--- config.mk ---
export PLATFORM = sky130hd
export DESIGN_NAME = dcache_controller_flat
export DESIGN_NICKNAME = d
export VERILOG_FILES = /design/src/rtl/dcache_controller_if.sv /design/src/rtl/dcache_controller.sv /design/src/flat_wrapper.sv
export SDC_FILE = /design/constraint.sdc
export NUM_CORES = 1
export LEC_CHECK = 0
export BUFFER_PORTS_ARGS = -buffer_cell sky130_fd_sc_hd__buf_2
export CAP_MARGIN = 0
export CORE_AREA = 2 2 479 481
export CTS_CLUSTER_DIAMETER = 200
export CTS_CLUSTER_SIZE = 8
export DETAILED_ROUTE_END_ITERATION = 8
export DIE_AREA = 0 0 481 483
export PLACE_DENSITY_LB_ADDON = 0.08
export SLEW_MARGIN = 20
export SYNTH_ARGS = -nofsm -noshare
export SYNTH_HDL_FRONTEND = slang
export SYNTH_SLANG_ARGS = --single-unit
--- constraint.sdc ---
create_clock -name clk_i -period 17.65 [get_ports clk_i]
set_clock_uncertainty 0.1 [all_clocks]
set_input_delay 1.765 -clock clk_i [delete_from_list [all_inputs] [get_ports clk_i]]
set_output_delay 1.765 -clock clk_i [all_outputs]
set_load 0.01 [all_outputs]
--- src/rtl/dcache_controller_if.sv ---
// Bundle of CPU, data-cache SRAM and main-memory signals around the dcache controller.
// Signal names carry the controller's point of view (_i into it, _o out of it).
interface dcache_controller_if #(
  parameter int LINE_BITS  = 256,
  parameter int TAG_BITS   = 23,
  parameter int INDEX_BITS = 4
);
  logic                  cpu_req_i;
  logic                  cpu_wr_i;
  logic [31:0]           cpu_addr_i;
  logic [31:0]           cpu_data_i;
  logic [31:0]           cpu_data_o;
  logic                  cpu_stall_o;

  logic [INDEX_BITS-1:0] sram_addr_o;
  logic [TAG_BITS+1:0]   sram_tag_o;
  logic [LINE_BITS-1:0]  sram_data_o;
  logic                  sram_enable_o;
  logic                  sram_write_o;
  logic [TAG_BITS+1:0]   sram_tag_i;
  logic [LINE_BITS-1:0]  sram_data_i;
  logic                  sram_hit_i;

  logic                  mem_enable_o;
  logic                  mem_write_o;
  logic [31:0]           mem_addr_o;
  logic [LINE_BITS-1:0]  mem_data_o;
  logic [LINE_BITS-1:0]  mem_data_i;
  logic                  mem_ack_i;

  modport master (
    input  cpu_req_i, cpu_wr_i, cpu_addr_i, cpu_data_i,
    input  sram_tag_i, sram_data_i, sram_hit_i,
    input  mem_data_i, mem_ack_i,
    output cpu_data_o, cpu_stall_o,
    output sram_addr_o, sram_tag_o, sram_data_o, sram_enable_o, sram_write_o,
    output mem_enable_o, mem_write_o, mem_addr_o, mem_data_o
  );

  modport slave (
    output cpu_req_i, cpu_wr_i, cpu_addr_i, cpu_data_i,
    output sram_tag_i, sram_data_i, sram_hit_i,
    output mem_data_i, mem_ack_i,
    input  cpu_data_o, cpu_stall_o,
    input  sram_addr_o, sram_tag_o, sram_data_o, sram_enable_o, sram_write_o,
    input  mem_enable_o, mem_write_o, mem_addr_o, mem_data_o
  );
endinterface

--- src/rtl/dcache_controller.sv ---
// Control stage for a 2-way write-back data cache: hit/miss decision, dirty-victim
// writeback, line refill from memory and pipeline stall generation.
module dcache_controller #(
  parameter int LINE_BITS = 256,
  parameter int NUM_SETS  = 16,
  parameter int TAG_BITS  = 23
) (
  input  logic                clk_i,
  input  logic                rst_i,
  dcache_controller_if.master bus
);

  localparam int INDEX_BITS  = $clog2(NUM_SETS);
  localparam int WORDS       = LINE_BITS / 32;
  localparam int WORD_BITS   = $clog2(WORDS);
  localparam int OFFSET_BITS = WORD_BITS + 2;

  typedef enum logic [2:0] {
    IDLE,
    MISS,
    WRITEBACK,
    READMISS,
    REFILL
  } state_e;

  state_e                state_q, state_d;
  logic                  mem_enable_q, mem_enable_d;
  logic                  mem_write_q, mem_write_d;
  logic [31:0]           mem_addr_q, mem_addr_d;
  logic [LINE_BITS-1:0]  mem_data_q, mem_data_d;
  logic [LINE_BITS-1:0]  refill_q, refill_d;

  logic [TAG_BITS-1:0]   cpu_tag;
  logic [INDEX_BITS-1:0] cpu_index;
  logic [WORD_BITS-1:0]  cpu_word;
  logic [31:0]           cpu_line_addr;
  logic [31:0]           victim_line_addr;
  logic                  victim_dirty;
  logic [LINE_BITS-1:0]  merged_line;
  logic                  sram_write;
  logic [TAG_BITS+1:0]   sram_tag;
  logic [LINE_BITS-1:0]  sram_data;
  logic                  unused_addr_bits;

  assign cpu_tag          = bus.cpu_addr_i[31 -: TAG_BITS];
  assign cpu_index        = bus.cpu_addr_i[OFFSET_BITS +: INDEX_BITS];
  assign cpu_word         = bus.cpu_addr_i[2 +: WORD_BITS];
  assign unused_addr_bits = ^bus.cpu_addr_i[1:0];

  assign cpu_line_addr    = {cpu_tag, cpu_index, {OFFSET_BITS{1'b0}}};
  assign victim_line_addr = {bus.sram_tag_i[TAG_BITS-1:0], cpu_index, {OFFSET_BITS{1'b0}}};
  assign victim_dirty     = bus.sram_tag_i[TAG_BITS+1] & bus.sram_tag_i[TAG_BITS];

  assign bus.sram_addr_o   = cpu_index;
  assign bus.sram_enable_o = bus.cpu_req_i;
  assign bus.cpu_data_o    = bus.sram_data_i[cpu_word*32 +: 32];
  assign bus.cpu_stall_o   = bus.cpu_req_i & ~((state_q == IDLE) & bus.sram_hit_i);

  assign bus.sram_write_o  = sram_write;
  assign bus.sram_tag_o    = sram_tag;
  assign bus.sram_data_o   = sram_data;

  assign bus.mem_enable_o  = mem_enable_q;
  assign bus.mem_write_o   = mem_write_q;
  assign bus.mem_addr_o    = mem_addr_q;
  assign bus.mem_data_o    = mem_data_q;

  // Store hits rewrite the whole line, so splice the CPU word into the looked-up line.
  always_comb begin
    merged_line = bus.sram_data_i;
    merged_line[cpu_word*32 +: 32] = bus.cpu_data_i;
  end

  always_comb begin
    state_d      = state_q;
    mem_enable_d = mem_enable_q;
    mem_write_d  = mem_write_q;
    mem_addr_d   = mem_addr_q;
    mem_data_d   = mem_data_q;
    refill_d     = refill_q;
    sram_write   = 1'b0;
    sram_tag     = '0;
    sram_data    = '0;

    case (state_q)
      IDLE: begin
        if (bus.cpu_req_i) begin
          if (bus.sram_hit_i) begin
            if (bus.cpu_wr_i) begin
              sram_write = 1'b1;
              sram_tag   = {1'b1, 1'b1, cpu_tag};
              sram_data  = merged_line;
            end
          end else begin
            state_d = MISS;
          end
        end
      end

      // The SRAM presents the LRU victim here because the lookup missed.
      MISS: begin
        mem_enable_d = 1'b1;
        if (victim_dirty) begin
          mem_write_d = 1'b1;
          mem_addr_d  = victim_line_addr;
          mem_data_d  = bus.sram_data_i;
          state_d     = WRITEBACK;
        end else begin
          mem_write_d = 1'b0;
          mem_addr_d  = cpu_line_addr;
          state_d     = READMISS;
        end
      end

      // mem_enable stays high so the refill read follows the writeback back-to-back.
      WRITEBACK: begin
        if (bus.mem_ack_i) begin
          mem_write_d = 1'b0;
          mem_addr_d  = cpu_line_addr;
          state_d     = READMISS;
        end
      end

      READMISS: begin
        if (bus.mem_ack_i) begin
          refill_d     = bus.mem_data_i;
          mem_enable_d = 1'b0;
          state_d      = REFILL;
        end
      end

      REFILL: begin
        sram_write = 1'b1;
        sram_tag   = {1'b1, 1'b0, cpu_tag};
        sram_data  = refill_q;
        state_d    = IDLE;
      end

      default: begin
        state_d = IDLE;
      end
    endcase
  end

  always_ff @(posedge clk_i or posedge rst_i) begin
    if (rst_i) begin
      state_q      <= IDLE;
      mem_enable_q <= 1'b0;
      mem_write_q  <= 1'b0;
      mem_addr_q   <= '0;
      mem_data_q   <= '0;
      refill_q     <= '0;
    end else begin
      state_q      <= state_d;
      mem_enable_q <= mem_enable_d;
      mem_write_q  <= mem_write_d;
      mem_addr_q   <= mem_addr_d;
      mem_data_q   <= mem_data_d;
      refill_q     <= refill_d;
    end
  end

endmodule
--- src/flat_wrapper.sv ---
// flat-port wrapper written by rule: the top's interface ports become plain ports
module dcache_controller_flat 
#(
  parameter int LINE_BITS = 256,
  parameter int NUM_SETS  = 16,
  parameter int TAG_BITS  = 23
)
  (clk_i, rst_i, bus_cpu_req_i, bus_cpu_wr_i, bus_cpu_addr_i, bus_cpu_data_i, bus_sram_tag_i, bus_sram_data_i, bus_sram_hit_i, bus_mem_data_i, bus_mem_ack_i, bus_cpu_data_o, bus_cpu_stall_o, bus_sram_addr_o, bus_sram_tag_o, bus_sram_data_o, bus_sram_enable_o, bus_sram_write_o, bus_mem_enable_o, bus_mem_write_o, bus_mem_addr_o, bus_mem_data_o);
  dcache_controller_if #(.LINE_BITS(LINE_BITS), .TAG_BITS(TAG_BITS)) bus_i ();
  input  logic clk_i;
  input  logic rst_i;
  input wire logic [$bits(bus_i.cpu_req_i)-1:0] bus_cpu_req_i;
  input wire logic [$bits(bus_i.cpu_wr_i)-1:0] bus_cpu_wr_i;
  input wire logic [$bits(bus_i.cpu_addr_i)-1:0] bus_cpu_addr_i;
  input wire logic [$bits(bus_i.cpu_data_i)-1:0] bus_cpu_data_i;
  input wire logic [$bits(bus_i.sram_tag_i)-1:0] bus_sram_tag_i;
  input wire logic [$bits(bus_i.sram_data_i)-1:0] bus_sram_data_i;
  input wire logic [$bits(bus_i.sram_hit_i)-1:0] bus_sram_hit_i;
  input wire logic [$bits(bus_i.mem_data_i)-1:0] bus_mem_data_i;
  input wire logic [$bits(bus_i.mem_ack_i)-1:0] bus_mem_ack_i;
  output wire logic [$bits(bus_i.cpu_data_o)-1:0] bus_cpu_data_o;
  output wire logic [$bits(bus_i.cpu_stall_o)-1:0] bus_cpu_stall_o;
  output wire logic [$bits(bus_i.sram_addr_o)-1:0] bus_sram_addr_o;
  output wire logic [$bits(bus_i.sram_tag_o)-1:0] bus_sram_tag_o;
  output wire logic [$bits(bus_i.sram_data_o)-1:0] bus_sram_data_o;
  output wire logic [$bits(bus_i.sram_enable_o)-1:0] bus_sram_enable_o;
  output wire logic [$bits(bus_i.sram_write_o)-1:0] bus_sram_write_o;
  output wire logic [$bits(bus_i.mem_enable_o)-1:0] bus_mem_enable_o;
  output wire logic [$bits(bus_i.mem_write_o)-1:0] bus_mem_write_o;
  output wire logic [$bits(bus_i.mem_addr_o)-1:0] bus_mem_addr_o;
  output wire logic [$bits(bus_i.mem_data_o)-1:0] bus_mem_data_o;
  assign bus_i.cpu_req_i = bus_cpu_req_i;
  assign bus_i.cpu_wr_i = bus_cpu_wr_i;
  assign bus_i.cpu_addr_i = bus_cpu_addr_i;
  assign bus_i.cpu_data_i = bus_cpu_data_i;
  assign bus_i.sram_tag_i = bus_sram_tag_i;
  assign bus_i.sram_data_i = bus_sram_data_i;
  assign bus_i.sram_hit_i = bus_sram_hit_i;
  assign bus_i.mem_data_i = bus_mem_data_i;
  assign bus_i.mem_ack_i = bus_mem_ack_i;
  assign bus_cpu_data_o = bus_i.cpu_data_o;
  assign bus_cpu_stall_o = bus_i.cpu_stall_o;
  assign bus_sram_addr_o = bus_i.sram_addr_o;
  assign bus_sram_tag_o = bus_i.sram_tag_o;
  assign bus_sram_data_o = bus_i.sram_data_o;
  assign bus_sram_enable_o = bus_i.sram_enable_o;
  assign bus_sram_write_o = bus_i.sram_write_o;
  assign bus_mem_enable_o = bus_i.mem_enable_o;
  assign bus_mem_write_o = bus_i.mem_write_o;
  assign bus_mem_addr_o = bus_i.mem_addr_o;
  assign bus_mem_data_o = bus_i.mem_data_o;
  dcache_controller #(.LINE_BITS(LINE_BITS), .NUM_SETS(NUM_SETS), .TAG_BITS(TAG_BITS)) u_core (.clk_i(clk_i), .rst_i(rst_i), .bus(bus_i));
endmodule
# [Word-level counts from Yosys, hierarchy flattened]
# Index checks and enable logic that the tools add are counted.
[op_classes] shifts=3 n_eq_ne=8 n_reduce_logical=8 bitwise_logic=4 mux=26 add_sub_neg=1
[ops] operator="two-way mux 256 bit" count=3
[ops] operator="one-hot mux 256 bit (2 select lines)" count=1
[ops] operator="bitwise mux 256 bit" count=1
[ops] operator="variable shift 32 x 34 -> 256 bit, first input constant" count=1
[ops] operator="variable part select 256 x 9 -> 32 bit" count=1
[ops] operator="variable part select 32 x 34 -> 256 bit" count=1
[ops] operator="two-way mux 25 bit" count=3
[ops] operator="two-way mux 32 bit" count=2
[ops] operator="one-hot mux 32 bit (2 select lines)" count=1
[ops] operator="one-hot mux 25 bit (2 select lines)" count=1
[ops] operator="negation 8 -> 34 bit" count=1
[ops] operator="two-way mux 3 bit" count=4
[ops] operator="one-hot mux 3 bit (4 select lines)" count=1
[ops] operator="!= test 2 bit, second input constant" count=4
[ops] operator="AND reduction 2 bit" count=4
[ops] operator="equality test 3 x 2 -> 1 bit, second input constant" count=2
[ops] operator="two-way mux 1 bit" count=6
[ops] operator="one-hot mux 1 bit (2 select lines)" count=3
[ops] operator="AND reduction 4 bit" count=1
[ops] operator="nonzero test 2 bit" count=2
[ops] operator="AND 1 bit" count=3
[ops] operator="equality test 3 x 1 -> 1 bit, second input constant" count=1
[ops] operator="equality test 3 bit, second input constant" count=1
[ops] operator="zero test 3 bit" count=1
[ops] operator="NOT 1 bit" count=1
[word_totals] register_bits=549 out_inout_bits=610 wordCells=56

# [Longest topological paths before layout]
[logic_depth] word_depth=7 mapped_depth=11 ltp_nobuf=7

# [Worst setup path before layout]
# No wires, ideal clock.
[synth_timing] kind="input-to-output" from="in bus_cpu_addr_i[3]" to="out bus_sram_data_o[79]" path_buffers=4 required_ps=15785 t_arrival_ps=4480 cell_stages=11 path_slack_ps=11305 path_cell_list="clkbuf_1 clkbuf_1 inv_1 ha_1 ha_1 buf_2 inv_1 nor4_1 buf_2 a22oi_1 o21ai_0"
[synth_via] elab_chain_len=7
[synth_lines] item="start: declaration" line_no="flat_wrapper.sv:14" rtl="input wire logic [$bits(bus_i.cpu_addr_i)-1:0] bus_cpu_addr_i;"
[synth_lines] item="negation 8 -> 34 bit *" line_no="dcache_controller.sv:71" rtl="merged_line[cpu_word*32 +: 32] = bus.cpu_data_i;"
[synth_lines] item="variable part select 32 x 34 -> 256 bit or variable shift 32 x 34 -> 256 bit (tied branches)" line_no="dcache_controller.sv:71"
[synth_lines] item="bitwise mux 256 bit *" line_no="dcache_controller.sv:71"
[synth_lines] item="two-way mux 256 bit *" line_no="dcache_controller.sv:89" rtl="if (bus.cpu_wr_i) begin"
[synth_lines] item="two-way mux 256 bit *" line_no="dcache_controller.sv:88" rtl="if (bus.sram_hit_i) begin"
[synth_lines] item="two-way mux 256 bit *" line_no="dcache_controller.sv:87" rtl="if (bus.cpu_req_i) begin"
[synth_lines] item="one-hot mux 256 bit (2 select lines) *" line_no="dcache_controller.sv:85" rtl="case (state_q)"
[synth_lines] item="end: declaration" line_no="flat_wrapper.sv:25" rtl="output wire logic [$bits(bus_i.sram_data_o)-1:0] bus_sram_data_o;"
# Every way passes the cells marked *; elsewhere a longest branch is shown, timed or not.

# [Worst setup path after layout]
[layout_timing] from="in bus_cpu_addr_i[2]" to="out bus_sram_data_o[26]"
# Same word-level chain as after synthesis.

==> impl_metrics.yaml <==
run_status:
  result_of_the_run: "complete, no violations"
sta:
  fin_tns_setup_ns: 0
  setup_viol_count_final: 0
  layout_setup_ws_ns: 10.22
  timing.hold.ws_ns: 0.395
  layout_min_cycle_time_ns: 7.43
  final-hold-violation-count: 0
  max_freq_mhz: 135
  finalMaxSlewViolations: 0
  grt_setup_unrepaired: "no"
  tightest_slew_ns: 1.05
  post-route-period-util_pct: 42.1
  slew-limit-headroom_pct: 30.1
clock_tree:
  cts_inserted_buffers: 77
  cts.reportedPaths.clkPinSlew_ns: 0.05
  clock_tree.htree_level_count: 3
  postCtsHoldBufs: 0
  cts.sinks: 544
  insertion_delay_ns: 0.71
  post_cts.repair.setup_buffers: 0
  cts_tree: "done"
  clock_tree.root_cell: "sky130_fd_sc_hd__clkbuf_16"
  cts_resized: 0
  max-clock-path-buffers: 3
place:
  gp_congestion: 0.853
  placed_cells: 6435
  post-place-ws_ns: 9.96
  numPortBuffers: 1209
  place.detailed.hpwl_mm: 176
job:
  maxCapViolations: 0
floorplanning:
  die_width_um: 481
  fp.dieArea_um2: 232000
  design.portCount: 1217
  placeableCoreArea_um2: 227000
  floorplan.initialDensity_pct: 12.4
  rows: 175
  die_height_um: 483
yosys:
  synth_simple_gate_area_share_pct: 8.21
  synth_top_flop_cell: "sky130_fd_sc_hd__dfrtp_1"
  synth.lib_cells_used.distinct: 44
  synth_cells: 2347
  yosys.area_share.xor_xnor_pct: 0
  yosys_warnings: 0
  compound_gate_fraction_of_synth_area_pct: 12.4
  synth_area_um2: 28000
  synth.yosys.seq_area_share_pct: 48.5
  yosys.area_share.adder_pct: 0.268
  yosys_register_bits: 544
  number_of_enable_type_register_cells_in_the_synthesized_netlist: 0
  mean_post_synth_cell_area_um2: 11.9
  synthArstFlopShare_pct: 100
  mux_share_of_post_synthesis_cell_area_pct: 26.7
  synth_top_family_by_area: "multiplexers"
grt:
  met1_track_utilization_from_global_routing_pct: 19.8
  antenna_found_initial: 122
  pin_count_of_the_biggest_net_entering_global_routing: 131
  first_pass_grt_wire_length_mm: 288
  grt_overflow_total: 0
  grt_use_total_pct: 18.6
  via_count_of_the_first_global_routing_pass: 27700
  grtUsageMet3_pct: 5.84
  grt_busiest_layer: "met2"
  globalRouteMet2Util_pct: 34.0
critical_path:
  worst-setup-path-type: "in2out"
  crit_path_cell_trace: "buf_6 > inv_1 > ha_1 > ha_4 > buf_4 > nor4b_1 > and3_2 > buf_4 > a222oi_1 > nor3_1 > buf_2"
  timing.critical_path.max_delay_family: "buffers and inverters"
  timing.critical_path.mode_cell: "sky130_fd_sc_hd__buf_4"
  launching_point_of_the_worst_reg2reg_path: "u_core.state_q[2]"
  crit_path_arrival_time_ns: 5.57
  crit_path_top_delay_cell: "sky130_fd_sc_hd__buf_4"
  critPathLaunch: "bus_cpu_addr_i[2]"
  crit_required_ns: 15.78
  endpoint_kind: "output port"
  critical_path_startpoint_category: "input pin"
  critical_path.max_fanout: 47
  worst_path_largest_cell_delay_ns: 0.54
  count_of_buffer_and_inverter_cells_on_the_critical_path: 5
layout:
  flow.area_growth_from_synthesis_pct: 42.5
  most-common-layout-cells: "1207 x sky130_fd_sc_hd__buf_2, 543 x sky130_fd_sc_hd__dfrtp_1, 516 x sky130_fd_sc_hd__mux2_2, 225 x sky130_fd_sc_hd__nand2_1, 129 x sky130_fd_sc_hd__a22oi_1"
  multiInputGateArea_um2: 13500
  final_instance_count_without_filler_cells: 6578
  ff_latch_area_um2: 13600
  drive_above_1_share_pct: 56.8
  count_of_filler_cells_inserted_in_the_layout: 25600
  mostFrequentLayoutCell: "sky130_fd_sc_hd__buf_2"
  fin_nets: 4120
worst_hold_path:
  hold_start: "u_core.bus.mem_data_o[28]"
  worst_hold_path_type: "reg2reg"
drt:
  initialDrtViolationCount: 1672
  wl_per_cell_um: 34.0
  detail_route.first_pass.iterations: 6
  avgViaCountPerCell: 3.97
  dr_total_vias: 26100
  totalWireLength_mm: 224
  routed_antenna_nets: 0
  route.detailed.drc: 0
power_and_ir_drop:
  report.power.total_mw: 5.99
  cellLeakagePower_nw: 18.3
  ir_worst_vdd_mv: 0.0663
  power.density_nw_per_um2: 150
## registers in the layout, summed over array words and instances (netlist names)
name / count
u_core.bus.mem_enable_o: 1
u_core.bus.mem_write_o: 1
u_core.bus.mem_addr_o: 27
u_core.state_q: 3
u_core.bus.mem_data_o: 256
u_core.refill_q: 256
## final timing paths
kind / endpoint / slack [ns] / cells after the start
min in group asynchronous: u_core.refill_q[88] / 1.00 / 2
max reg2reg: u_core.refill_q[38] / 13.57 / 7
min reg2reg: u_core.bus.mem_data_o[28] / 0.39 / 1
max: bus_sram_data_o[26] / 10.22 / 11
max in group asynchronous: u_core.refill_q[238] / 13.38 / 5
min: u_core.bus.mem_data_o[28] / 0.39 / 1
## report_power, final
group	internal (mW)	switching (mW)	total, mW	leakage [nW]
clock	0.780	0.680	1.46	1.01
sequential	1.88	0.347	2.23	6.49
combinational	1.02	1.28	2.30	10.8
total	3.68	2.31	5.99	18.3
## synth_stat cells (2+ instances only)
cell type                    n  area share [%]
sky130_fd_sc_hd__a211oi_2    2           0.089
sky130_fd_sc_hd__a21boi_0   30            0.80
sky130_fd_sc_hd__a21oi_1    61             1.1
sky130_fd_sc_hd__a221o_1    64             2.3
sky130_fd_sc_hd__a221oi_1   31            0.97
sky130_fd_sc_hd__a222oi_1   33             1.2
sky130_fd_sc_hd__a22oi_1   129             3.5
sky130_fd_sc_hd__a31oi_4     2            0.15
sky130_fd_sc_hd__and2_1     25            0.56
sky130_fd_sc_hd__and3_1     71             1.6
sky130_fd_sc_hd__buf_1       7           0.094
sky130_fd_sc_hd__buf_2      79             1.4
sky130_fd_sc_hd__buf_4      14            0.37
sky130_fd_sc_hd__buf_6       8            0.32
sky130_fd_sc_hd__clkbuf_1  114             1.5
sky130_fd_sc_hd__dfrtp_1   544              49
sky130_fd_sc_hd__ha_1        6            0.27
sky130_fd_sc_hd__inv_1       9            0.12
sky130_fd_sc_hd__mux2_2    516              21
sky130_fd_sc_hd__mux2i_1    23            0.82
sky130_fd_sc_hd__mux4_2     64             5.1
sky130_fd_sc_hd__nand2_1   226             3.0
sky130_fd_sc_hd__nand2b_1   33            0.74
sky130_fd_sc_hd__nand3_1     5           0.089
sky130_fd_sc_hd__nand3b_1    2           0.054
sky130_fd_sc_hd__nor2_1     29            0.39
sky130_fd_sc_hd__nor2b_1    34            0.76
sky130_fd_sc_hd__nor3_1     36            0.64
sky130_fd_sc_hd__nor4_1      3           0.067
sky130_fd_sc_hd__o21ai_0   122             2.2
sky130_fd_sc_hd__o21ai_1    10            0.18
sky130_fd_sc_hd__or3_1       3           0.067
## cells by family (layout without fill, tap and decap cells)
family	count (synthesis)	after routing
flip-flops	544	544
buffers and inverters	232	1394
AO/OA/AOI/OAI	486	486
other	1	61
AND/OR/NAND/NOR	475	475
adder cells (fa/ha/maj)	6	6
multiplexers	603	603
## layout make-up
cell class,count,share of cell area (%)
Tap cell,3009,9.42
Clock buffer,78,4.83
Inverter,10,0.116
Clock inverter,7,0.379
Sequential cell,544,34.1
Multi-Input combinational cell,1575,33.8
Antenna cell,56,0.351
Timing Repair Buffer,1299,17.1
## stage by stage
step | utilization [%] | area [um^2]
6_report | 17.6 | 40000
5_1_grt | 17.6 | 39900
4_1_cts | 17.5 | 39800
3_5_place_dp | 16.6 | 37700
3_3_place_gp | 16.6 | 37700
2_1_floorplan | - | 28100
## per-layer routing
metal / wire, um / vias up / share of wire [%]
li1: - / 11100 / -
met1: 82000 / 13400 / 37
met2: 116000 / 1200 / 52
met3: 17100 / 313 / 7.6
met4: 8830 / 82 / 3.9
met5: 469 / - / 0.21
Power figures use the tool's default switching activity.
